$ cat src/rtl/trig_link_framer.sv
// Trigger-link framer: packs per-BX S-bit cluster payloads into 16-bit
// 8b/10b words for the optical trigger MGTs. An idle alignment sequence
// follows link-ready, TTC pulses are latched sticky, and an optional CRC-8
// trailer closes each frame.
module trig_link_framer #(
    parameter int NUM_LINKS       = 2,
    parameter int FRAME_WORDS     = 4,
    parameter int ENABLE_CRC      = 0,
    parameter int SYNC_FRAMES     = 16,
    parameter int ALLOW_TTC_CHARS = 1,
    parameter int FRAME_CTRL_TTC  = 1,
    localparam int PAYLOAD_BITS   = 16*FRAME_WORDS - 8 - 8*ENABLE_CRC
) (
    input  logic                              clk_160,
    input  logic                              reset,
    input  logic                              ready,
    input  logic [NUM_LINKS*PAYLOAD_BITS-1:0] gem_data,
    input  logic [NUM_LINKS-1:0]              overflow_i,
    input  logic                              bc0_i,
    input  logic                              resync_i,
    input  logic [1:0]                        bxn_counter_lsbs,
    output logic [NUM_LINKS*16-1:0]           tx_data,
    output logic [NUM_LINKS*2-1:0]            tx_isk,
    output logic                              frame_start,
    output logic                              link_up
);

    localparam int PW = $clog2(FRAME_WORDS);
    localparam int SW = (SYNC_FRAMES > 1) ? $clog2(SYNC_FRAMES) : 1;
    // Per-link payload width without the CRC byte; the zero-padded lane keeps
    // every word select in range whether or not the trailer is enabled.
    localparam int HW = 16*FRAME_WORDS - 8;
    localparam logic [PW-1:0] LAST_PHASE = PW'(FRAME_WORDS - 1);
    localparam logic [SW-1:0] LAST_SYNC  = SW'((SYNC_FRAMES > 0) ? SYNC_FRAMES - 1 : 0);

    typedef enum logic [1:0] {ST_RST, ST_SYNC, ST_RUN} state_t;

    state_t                            state, state_next, cur_mode;
    logic [PW-1:0]                     phase, phase_next, cur_phase;
    logic [1:0]                        frame_cnt, frame_next;
    logic [SW-1:0]                     sync_cnt, sync_next;
    logic                              bc0_q, bc0_next, resync_q, resync_next;
    logic [NUM_LINKS-1:0]              ovf_q, ovf_next;
    logic [NUM_LINKS*PAYLOAD_BITS-1:0] hold, hold_next;
    logic [NUM_LINKS*16-1:0]           data_next;
    logic [NUM_LINKS*2-1:0]            isk_next;
    logic                              fs_next, lu_next;

    logic                              drop, wrap;
    logic                              bc0_pend, resync_pend;
    logic [NUM_LINKS-1:0]              ovf_pend;
    logic [1:0]                        seq_idx;
    logic [7:0]                        seq_k, sep;
    logic [HW-1:0]                     lane;
    logic [15:0]                       word;

    // CRC-8 (poly 0x07, init 0, no reflection), payload MSB first.
    function automatic logic [7:0] crc8(input logic [PAYLOAD_BITS-1:0] d);
        logic [7:0] c;
        logic       fb;
        c = '0;
        for (int unsigned i = 0; i < PAYLOAD_BITS; i++) begin
            fb = c[7] ^ d[PAYLOAD_BITS-1-i];
            c  = {c[6:0], 1'b0} ^ (fb ? 8'h07 : 8'h00);
        end
        return c;
    endfunction

    // Next-state, sticky-flag and output-word selection.
    always_comb begin
        drop      = reset | ~ready;
        cur_mode  = state;
        cur_phase = phase;
        // Leaving RST is folded into the same edge so the first word of the
        // new mode leaves one cycle after ready rises.
        if (state == ST_RST) begin
            if (SYNC_FRAMES == 0) cur_mode = ST_RUN;
            else                  cur_mode = ST_SYNC;
            cur_phase = '0;
        end
        wrap = (cur_phase == LAST_PHASE);

        bc0_pend    = bc0_q | bc0_i;
        resync_pend = resync_q | resync_i;
        ovf_pend    = ovf_q | overflow_i;

        seq_idx = (FRAME_CTRL_TTC != 0) ? bxn_counter_lsbs : frame_cnt;
        case (seq_idx)
            2'd0:    seq_k = 8'hBC;
            2'd1:    seq_k = 8'hF7;
            2'd2:    seq_k = 8'hFB;
            default: seq_k = 8'hFD;
        endcase

        state_next = cur_mode;
        phase_next = wrap ? '0 : cur_phase + 1'b1;
        frame_next = wrap ? frame_cnt + 2'd1 : frame_cnt;
        sync_next  = sync_cnt;
        hold_next  = (cur_phase == '0) ? gem_data : hold;
        fs_next    = (cur_phase == '0);
        lu_next    = (cur_mode == ST_RUN);

        if (cur_phase == '0) begin
            bc0_next    = 1'b0;
            resync_next = 1'b0;
            ovf_next    = '0;
        end else begin
            bc0_next    = bc0_pend;
            resync_next = resync_pend;
            ovf_next    = ovf_pend;
        end

        if (cur_mode == ST_SYNC && wrap) begin
            if (sync_cnt == LAST_SYNC) begin
                state_next = ST_RUN;
                sync_next  = '0;
            end else begin
                sync_next = sync_cnt + 1'b1;
            end
        end

        data_next = '0;
        isk_next  = '0;
        sep       = '0;
        lane      = '0;
        word      = '0;
        for (int unsigned n = 0; n < NUM_LINKS; n++) begin
            sep = seq_k;
            if (ALLOW_TTC_CHARS != 0) begin
                if (bc0_pend)         sep = 8'h1C;
                else if (resync_pend) sep = 8'h3C;
                else if (ovf_pend[n]) sep = 8'hFC;
            end
            lane = '0;
            lane[PAYLOAD_BITS-1:0] = hold[n*PAYLOAD_BITS +: PAYLOAD_BITS];
            word = '0;
            for (int unsigned k = 1; k < FRAME_WORDS; k++) begin
                if (cur_phase == PW'(k)) word = lane[16*k-8 +: 16];
            end
            if (ENABLE_CRC != 0 && cur_phase == LAST_PHASE)
                word[15:8] = crc8(hold[n*PAYLOAD_BITS +: PAYLOAD_BITS]);

            if (cur_mode == ST_SYNC) begin
                data_next[n*16 +: 16] = 16'h50BC;
                isk_next[n*2 +: 2]    = 2'b01;
            end else if (cur_phase == '0) begin
                data_next[n*16 +: 16] = {gem_data[n*PAYLOAD_BITS +: 8], sep};
                isk_next[n*2 +: 2]    = 2'b01;
            end else begin
                data_next[n*16 +: 16] = word;
                isk_next[n*2 +: 2]    = 2'b00;
            end
        end

        if (drop) begin
            state_next  = ST_RST;
            phase_next  = '0;
            frame_next  = '0;
            sync_next   = '0;
            bc0_next    = 1'b0;
            resync_next = 1'b0;
            ovf_next    = '0;
            fs_next     = 1'b0;
            lu_next     = 1'b0;
            data_next   = {NUM_LINKS{16'hFFFC}};
            isk_next    = {NUM_LINKS{2'b01}};
        end
    end

    // Control state and registered link outputs.
    always_ff @(posedge clk_160) begin
        if (reset) begin
            state       <= ST_RST;
            phase       <= '0;
            frame_cnt   <= '0;
            sync_cnt    <= '0;
            bc0_q       <= 1'b0;
            resync_q    <= 1'b0;
            ovf_q       <= '0;
            tx_data     <= {NUM_LINKS{16'hFFFC}};
            tx_isk      <= {NUM_LINKS{2'b01}};
            frame_start <= 1'b0;
            link_up     <= 1'b0;
        end else begin
            state       <= state_next;
            phase       <= phase_next;
            frame_cnt   <= frame_next;
            sync_cnt    <= sync_next;
            bc0_q       <= bc0_next;
            resync_q    <= resync_next;
            ovf_q       <= ovf_next;
            tx_data     <= data_next;
            tx_isk      <= isk_next;
            frame_start <= fs_next;
            link_up     <= lu_next;
        end
    end

    // Payload holding register, loaded at phase 0 so a frame is never torn.
    always_ff @(posedge clk_160) begin
        hold <= hold_next;
    end

endmodule
$ cat config.mk
export PLATFORM = sky130hd
export DESIGN_NAME = trig_link_framer
export DESIGN_NICKNAME = d
export VERILOG_FILES = /design/src/rtl/trig_link_framer.sv
export SDC_FILE = /design/constraint.sdc
export NUM_CORES = 1
export LEC_CHECK = 0
export ABC_AREA = 1
export ABC_CLOCK_PERIOD_IN_PS = 4630
export BUFFER_PORTS_ARGS = -buffer_cell sky130_fd_sc_hd__buf_4
export CAP_MARGIN = 20
export CELL_PAD_IN_SITES_DETAIL_PLACEMENT = 0
export CELL_PAD_IN_SITES_GLOBAL_PLACEMENT = 1
export CORE_MARGIN = 2
export CORE_UTILIZATION = 38
export CTS_CLUSTER_DIAMETER = 30
export CTS_CLUSTER_SIZE = 12
export DETAILED_ROUTE_END_ITERATION = 10
export PLACE_DENSITY = 0.75
export SYNTH_ARGS = -nofsm -noshare
export SYNTH_HDL_FRONTEND = slang
export SYNTH_SLANG_ARGS = --single-unit
$ cat constraint.sdc
create_clock -name clk_160 -period 4.63 [get_ports clk_160]
set_clock_uncertainty 0.1 [all_clocks]
set_input_delay 0.6945 -clock clk_160 [delete_from_list [all_inputs] [get_ports clk_160]]
set_output_delay 0.6945 -clock clk_160 [all_outputs]
set_load 0.005 [all_outputs]
==> run metrics, run 1 <==
status completed; number of antenna diodes 0; worst path arrival time 3.56 ns; syn_area_per_cell 11.2 um^2; Worst Reg-to-Reg Cells 8; Yosys top cell by area edfxtp_1; CP Launch Point state[1]$_SDFF_PP0_; Worst R2R Setup Slack 1.26 ns; leakage 0.00314 uW; internal power 2420 uW; CTS root buffer clkbuf_16; top layer in use met4; r2r endpoint tx_data[31]$_SDFF_PP1_; EDFF count, synth 96; Post-CTS Setup Inserts 0; relative slew slack 0.327; Power Density 407 mW/mm^2; fin crit share 0.729; layout cells sized above 1 0.307; row cnt 43; fin crit period 3.37 ns; post-synthesis instance total 488; TNS Setup 0 ns; Area after DPL 0.00675 mm^2; H-Tree Depth 4; CP Capture Point tx_data[31]$_SDFF_PP1_; CP max-delay cell ha_1; Clock Sinks 143; CTS Hold Buffers Added 0; met2 WL 6550 um; Initial Util 0.391; crit path max fanout 30; Post-Syn Area 0.00545 mm^2; Slew Limit Fails 0; Yosys top cell area share 0.529; met3 WL post-DR 697 um; Finished Cell Area 0.00737 mm^2; flops & latches, synth 143; r2r startpoint state[1]$_SDFF_PP0_; area grow syn2layout 35.1%; Net Sw Frac 0.193; Startpoint Class flip-flop; post-place setup slack 1.25 ns; Critical Path, Cell by Cell o21ai_0 > inv_1 > ha_1 > inv_1 > o211ai_1 > nand2_1 > nand2_1 > nand2_1; DRT iter0 DRCs 194; fin cells 834; clk_lat worst skew 0.41 ns; Port Buffers 156; initial antenna violation count 0; most used cell, CP nand2_1; Clock transition at path regs 0.06 ns; DIE AREA 0.0153 mm^2; Crit Path Category flip-flop to flip-flop; Initial DRT Pass Iterations 5; sequential share of the synthesized area 0.701; combinational share of power 0.048; Worst Setup End Kind flip-flop; placed wire-length estimate 9180 um; WL final 13200 um; VDD IR-drop max 0.210 mV; Distinct cells, synth 26; DRC viols 0; die height 124 um; count leader, synth nand2_1; first-pass GRT wire length 19900 um; Synth top cells by count 130 x nand2_1, 96 x edfxtp_1, 64 x nor2_1; grt total ovfl 0; NetSw 579 uW; TritonCTS clock tree done; ys async rst share 0; CTS max path bufs 2; number of routed nets with antenna violations 0; wire per inst 15.8 um; WL met1 5800 um; pin count of the biggest net entering global routing 72; main area contributors after synthesis edfxtp_1 53%, dfxtp_1 17%, nand2_1 8.9%, nor2_1 4.4%, o211ai_1 3.6%; all-layer global routing usage 0.178; number of fillers in the final layout 1235; final hold vios 0; Max-Cap Viols 0; dpl cells 802; hold_ws 0.357 ns; slowest stage delay, CP 0.81 ns; setup ws final 1.26 ns; vias in the first global route 3774; Hold Crit Class primary input to flip-flop; RSZ-0062 raised after global routing no; post-CTS sizing 0; IO Count 159; Core ar. 0.0139 mm^2; max frequency 0.296 GHz; RePlAce Congestion 0.839; Via density 4.66; Post-layout nets 770; TritonCTS Buffers 17; most used flip-flop cell after synthesis edfxtp_1; Reg power frac 0.483; worst endpoint required time 4.81 ns; total vias in the final route 3886; die width 124 um; total number of yosys warnings 0; clock power share 0.469; Least-Margin Pin Slew 1.01 ns; Final setup viols 0
cell families (layout without fill, tap and decap cells):
family,Yosys count,in the layout,synth area share
AND/OR/NAND/NOR,213,213,0.156
buffers and inverters,46,211,0.0395
flip-flops,143,143,0.701
adder cells (fa/ha/maj),8,8,0.0184
other,1,2,0.000688
AO/OA/AOI/OAI,76,76,0.0824
XOR/XNOR,1,1,0.00161
layout by cell type, fill, tap and decap left out, drive strengths merged:
| cell type | Yosys | layout |
|---|---|---|
| xor2 | 1 | 1 |
| nand3 | 9 | 9 |
| clkinvlp | 0 | 1 |
| buf | 20 | 158 |
| ha | 8 | 8 |
| nor3b | 1 | 1 |
| clkinv | 0 | 5 |
| nor2 | 68 | 68 |
| nand2 | 132 | 132 |
| nor3 | 3 | 3 |
| dfxtp | 47 | 47 |
| conb | 1 | 2 |
| bufinv | 0 | 3 |
| a21oi | 37 | 37 |
| a31oi | 1 | 1 |
| clkbuf | 5 | 22 |
| o21ai | 11 | 11 |
| o21bai | 1 | 1 |
| inv | 21 | 22 |
| edfxtp | 96 | 96 |
| o211ai | 26 | 26 |
metal layers:
metal / global-route usage / vias to the layer above
met5: 0 / -
met4: 0.0589 / 0
met3: 0.0517 / 4
met2: 0.285 / 115
met1: 0.233 / 1811
li1: - / 1956
worst min-delay path by stage:
| stage | start | to | slack (ns) | cells past startpoint |
|---|---|---|---|---|
| floorplan | state[0]$_SDFF_PP0_ | link_up$_SDFF_PP0_ | 0.32 | 1 |
| global placement | bc0_q$_SDFF_PP0_ | bc0_q$_SDFF_PP0_ | 0.34 | 2 |
| detailed placement | bc0_q$_SDFF_PP0_ | bc0_q$_SDFF_PP0_ | 0.35 | 2 |
| CTS | gem_data[21] | hold[21]$_DFFE_PP_ | 0.34 | 1 |
| global route | gem_data[21] | hold[21]$_DFFE_PP_ | 0.33 | 1 |
| finish | gem_data[78] | hold[78]$_DFFE_PP_ | 0.36 | 1 |
worst max-delay path: cells and delay by family (launching register included):
| family | cells | cell delay [ns] |
|---|---|---|
| fa+ha+maj | 1 | 0.81 |
| simple gates | 3 | 0.20 |
| buf+inv | 2 | 0.83 |
| compound gates | 2 | 0.76 |
| flops | 1 | 0.53 |
registers in the layout, summed over array words and instances (netlist names):
signal and cells:
resync_q 1, tx_isk 1, tx_data 32, state 2, bc0_q 1, ovf_q 2
link_up 1, frame_start 1, phase 2, sync_cnt 4, hold 96
power groups by stage:
| stage | sequential [uW] | clock, uW | combinational, uW |
|---|---|---|---|
| 3_5_place_dp | 1470 | 0 | 144 |
| 5_1_grt | 1450 | 1490 | 157 |
| 3_3_place_gp | 1470 | 0 | 142 |
| 6_report | 1450 | 1410 | 143 |
| 4_1_cts | 1450 | 1430 | 145 |
| 2_1_floorplan | 1470 | 0 | 41.2 |
cell type report:
type                            instances  area, um^2  area share
Multi-Input combinational cell        300        1430       0.194
Timing Repair Buffer                  158        1190       0.161
Clock inverter                         10         133      0.0180
Sequential cell                       143        3820       0.519
Inverter                               21        81.3      0.0110
Tap cell                              180         225      0.0306
Clock buffer                           22         485      0.0659
metrics by stage:
step                      total power (uW)   util
after floorplan                       1510      -
after global placement                1620  0.484
after detailed placement              1620  0.484
after CTS                             3030  0.529
after global routing                  3110  0.529
final                                 3000  0.529
Power figures use the tool's default switching activity.
==> run 2: changes to the inputs <==
- ABC_CLOCK_PERIOD_IN_PS: 4630 -> 3000
- CORE_UTILIZATION: 38 -> 36
- PLACE_DENSITY: 0.75 -> 0.74
- clock period: 4.63 -> 3 ns (I/O delays scaled with it)
==> run 2 against run 1 <==
- clock power up 59%
- worst setup slack worse by 0.81 ns
- hold slack worse by 0.25 ns
- die area up 5.4%
- count of clock-buffer cells in the layout down 5
- sequential power up 54%
- via count up 1.6%
- design area up 0.88%
- maximum frequency up 32%
- flip-flop and latch count unchanged
- final cell count up 0.96%
- critical path type unchanged
- critical endpoint is now tx_data[28]$_SDFF_PP1_
- highest routed layer unchanged
==> run metrics, run 2 (synthesis gave the netlist of run 1 again) <==
status completed; pin count of the biggest net entering global routing 116; grt total ovfl 0; M1 GR Usage 0.208; TritonCTS clock tree done; Area after DPL 0.00680 mm^2; final hold vios 0; CTS root buffer clkbuf_16; Top reg by flops hold; all-layer global routing usage 0.167; max frequency 0.392 GHz; area grow syn2layout 36.2%; Crit Path Category flip-flop to flip-flop; TNS Setup 0 ns; TritonCTS Buffers 17; commonest cells after routing, fill and taps aside 161 x buf_4, 130 x nand2_1, 96 x edfxtp_1; Post-layout nets 774; max reg flops 96; WL final 13100 um; first-pass GRT wire length 20100 um; post-CTS sizing 0; Port Buffers 156; fin crit share 0.851; Startpoint Class flip-flop; number of antenna diodes 0; largest registers hold x96, tx_data x32, sync_cnt x4; worst path arrival time 2.81 ns; relative slew slack 0.532; die width 127 um; Final setup viols 0; die height 127 um; Finished Cell Area 0.00743 mm^2; hold_ws 0.105 ns; Least-Margin Pin Slew 0.702 ns; placed wire-length estimate 9080 um; Initial Util 0.372; wire per inst 15.6 um; worst endpoint required time 3.25 ns; RePlAce Congestion 0.791; fin crit period 2.55 ns; IO Count 159; met2 usage 0.278; VDD IR-drop max 0.409 mV; Clock Sinks 143; Max-Cap Viols 0; CTS Hold Buffers Added 0; H-Tree Depth 4; layout cells sized above 1 0.315; Clock transition at path regs 0.06 ns; row cnt 44; leakage 0.00316 uW; Post-CTS Setup Inserts 0; Power Density 631 mW/mm^2; vias in the first global route 3908; RSZ-0062 raised after global routing no; Initial DRT Pass Iterations 5; met3 Use GR 0.0473; Most Crowded Layer GR met2; DRC viols 0; commonest non-fill, non-tap cell in the layout buf_4; DIE AREA 0.0162 mm^2; DRT iter0 DRCs 217; crit path max fanout 20; total vias in the final route 3947; initial antenna violation count 0; Worst Setup End Kind flip-flop; CTS max path bufs 2; number of routed nets with antenna violations 0; Core ar. 0.0146 mm^2; Hold Crit Class primary input to flip-flop; Via density 4.69; Slew Limit Fails 0; clk_lat worst skew 0.42 ns
-- run 2: changes by cell type in the layout (fill, tap and decap cells not counted), sizes merged --
| cell | change |
|---|---|
| clkinvlp | +3 |
| buf | +4 |
| inv | +3 |
| clkbuf | -5 |
| clkinv | -2 |
| bufinv | +1 |
-- run 2: final cells by class --
cell class	count	area, um^2
multi-input combinational	300	1430
sequential	143	3820
tap	184	230
clock buffer	17	425
clock inverter	15	206
inverter	21	85.1
timing repair buffer	162	1230
fill	1295	7210
-- run 2: path summary, 6_finish.rpt --
kind	from	to	slack [ns]	depth (start not counted)
worst max-delay path	state[1]$_SDFF_PP0_	tx_data[28]$_SDFF_PP1_	0.45	10
worst min register to register	bc0_q$_SDFF_PP0_	bc0_q$_SDFF_PP0_	0.35	2
worst min-delay path	gem_data[83]	hold[83]$_DFFE_PP_	0.11	1
worst max register to register	state[1]$_SDFF_PP0_	tx_data[28]$_SDFF_PP1_	0.45	10
-- run 2: stage by stage --
| step | setup slack (ns) | utilization | total power [uW] | std cells |
|---|---|---|---|---|
| 6_report | 0.446 | 0.507 | 4690 | 842 |
| 3_5_place_dp | 0.378 | 0.464 | 2500 | 810 |
| 2_1_floorplan | 0.423 | - | 2330 | 489 |
| 4_1_cts | 0.365 | 0.507 | 4730 | 842 |
| 5_1_grt | 0.0915 | 0.507 | 4850 | 842 |
| 3_3_place_gp | 0.484 | 0.464 | 2490 | 810 |
-- run 2: power by group --
part           internal (uW)  leakage, uW  switching (uW)
Clock                   1400     0.000300             833
Combinational            132      0.00147            92.8
Sequential              2210      0.00139            26.2
Total                   3740      0.00316             952
-- run 2: metal layers --
metal	vias to the layer above	share of wire
li1	1967	-
met1	1822	0.43
met2	141	0.50
met3	17	0.057
met4	0	0.018
met5	-	0
-- run 2: worst max-delay path, cell delays in order, from the launching register on --
cell and delay [ns]:
dfxtp_1 0.54, o21ai_0 0.30, inv_1 0.18, ha_1 0.63, inv_1 0.08, nor2_1 0.12, buf_4 0.22, nand2_1 0.07
nand2_1 0.06, o211ai_1 0.08, nand2_1 0.10
==> run 3: changes to the inputs <==
- CELL_PAD_IN_SITES_GLOBAL_PLACEMENT: 1 -> 2
- CORE_UTILIZATION: 36 -> 29
- PLACE_DENSITY: 0.74 -> 0.73
==> run 3 against run 2 <==
- power fell by 6.8%
- sequential power barely moved
- hold slack improved by 0.0026 ns
- critical path depth did not move
==> run metrics, run 3 (synthesis gave the netlist of run 1 again) <==
VDD IR-drop max 0.379 mV; max reg flops 96; Port Buffers 156; Top reg by flops hold; Via density 4.42; most used cell, CP nand2_1; Hold Crit Depth 1; TritonCTS clock tree done; all-layer global routing usage 0.147; TritonCTS Buffers 17; pin count of the biggest net entering global routing 116; Worst Setup End Kind flip-flop; crit path max fanout 20; post-CTS sizing 0; commonest non-fill, non-tap cell in the layout buf_4; wire per inst 15.8 um; grt total ovfl 0; Hold Crit Class primary input to flip-flop; first-pass GRT wire length 21700 um; slowest stage delay, CP 0.68 ns; number of routed nets with antenna violations 0; final hold vios 0; Hold EP hold[42]$_DFFE_PP_; number of antenna diodes 0; layout cells sized above 1 0.311; RePlAce Congestion 0.759; IO Count 159; Power Density 591 mW/mm^2; Slew Limit Fails 0; Startpoint Class flip-flop; RSZ-0062 raised after global routing no; relative slew slack 0.484; row cnt 50; Worst Reg-to-Reg Cells 10; Post-layout nets 776; fin crit share 0.849; total vias in the final route 3951; Least-Margin Pin Slew 0.774 ns; WL final 14100 um; clk_lat worst skew 0.41 ns; worst endpoint required time 3.26 ns; Worst R2R Setup Slack 0.45 ns; CP max-delay cell ha_1; largest registers hold x96, tx_data x32, sync_cnt x4; vias in the first global route 4010; DRC viols 0; max frequency 0.392 GHz; placed wire-length estimate 9840 um; Clock transition at path regs 0.06 ns; Critical Path, Cell by Cell o21ai_0 > inv_1 > ha_1 > inv_1 > nor2_1 > buf_4 > nand2_1 > nand2_1 > o211ai_1 > nand2_1; CTS root buffer clkbuf_16; H-Tree Depth 4; DRT iter0 DRCs 233; fin crit period 2.55 ns; Post-CTS Setup Inserts 0; Crit Path Category flip-flop to flip-flop; Initial Util 0.294; Core ar. 0.0186 mm^2; Worst path top cell family by delay adder cells; die height 141 um; Hold Path Origin gem_data[42]; Max-Cap Viols 0; DIE AREA 0.0199 mm^2; TNS Setup 0 ns; area grow syn2layout 35.8%; worst path arrival time 2.80 ns; WP buf/inv 3; commonest cells after routing, fill and taps aside 163 x buf_4, 130 x nand2_1, 96 x edfxtp_1; die width 141 um; dpl cells 862; CTS Hold Buffers Added 0; r2r endpoint tx_data[1]$_SDFF_PP0_; initial antenna violation count 0; r2r startpoint state[1]$_SDFF_PP0_; Initial DRT Pass Iterations 4; leakage 0.00312 uW; Clock Sinks 143; status completed; fin cells 894; CTS max path bufs 2; Final setup viols 0
[run 3: metal layers]
| layer | share of wire | vias to the layer above | global-route usage |
|---|---|---|---|
| met5 | 0 | - | 0 |
| met4 | 0.015 | 0 | 0.0558 |
| met3 | 0.048 | 13 | 0.0350 |
| met2 | 0.50 | 111 | 0.246 |
| met1 | 0.44 | 1856 | 0.184 |
| li1 | - | 1971 | - |
[run 3: cell type report]
| class | count | area, um^2 |
|---|---|---|
| fillers | 1803 | 11200 |
| flip-flops and latches | 143 | 3820 |
| multi-input cells | 300 | 1430 |
| repair buffers | 164 | 1240 |
| clock buffers | 20 | 437 |
| well taps | 234 | 293 |
| clock inverters | 12 | 96.3 |
| inverters | 21 | 81.3 |
[run 3: how the worst max path moves through the flow]
stage	startpoint	end	slack [ns]	depth (start not counted)
floorplan	state[1]$_SDFF_PP0_	tx_data[10]$_SDFF_PP1_	0.42	9
global placement	state[1]$_SDFF_PP0_	tx_data[16]$_SDFF_PP0_	0.53	10
detailed placement	state[1]$_SDFF_PP0_	tx_data[1]$_SDFF_PP0_	0.41	10
CTS	state[1]$_SDFF_PP0_	tx_data[16]$_SDFF_PP0_	0.41	10
global route	state[1]$_SDFF_PP0_	tx_data[1]$_SDFF_PP0_	0.18	10
finish	state[1]$_SDFF_PP0_	tx_data[1]$_SDFF_PP0_	0.45	10
[run 3: through the flow]
stage	utilization	power (uW)	worst slack, ns	hold WS [ns]	instance area (um^2)
2_1_floorplan	-	2330	0.423	0.319	5470
3_3_place_gp	0.370	2500	0.530	0.343	6880
3_5_place_dp	0.370	2500	0.410	0.352	6880
4_1_cts	0.399	4430	0.413	0.0875	7410
5_1_grt	0.399	4550	0.181	0.0844	7410
6_report	0.399	4370	0.452	0.108	7410
[run 3: where the power goes]
part / switching (uW) / internal, uW / total, uW
logic: 93.5 / 132 / 226
clock network: 790 / 1130 / 1920
registers: 26.7 / 2210 / 2230
total: 910 / 3460 / 4370
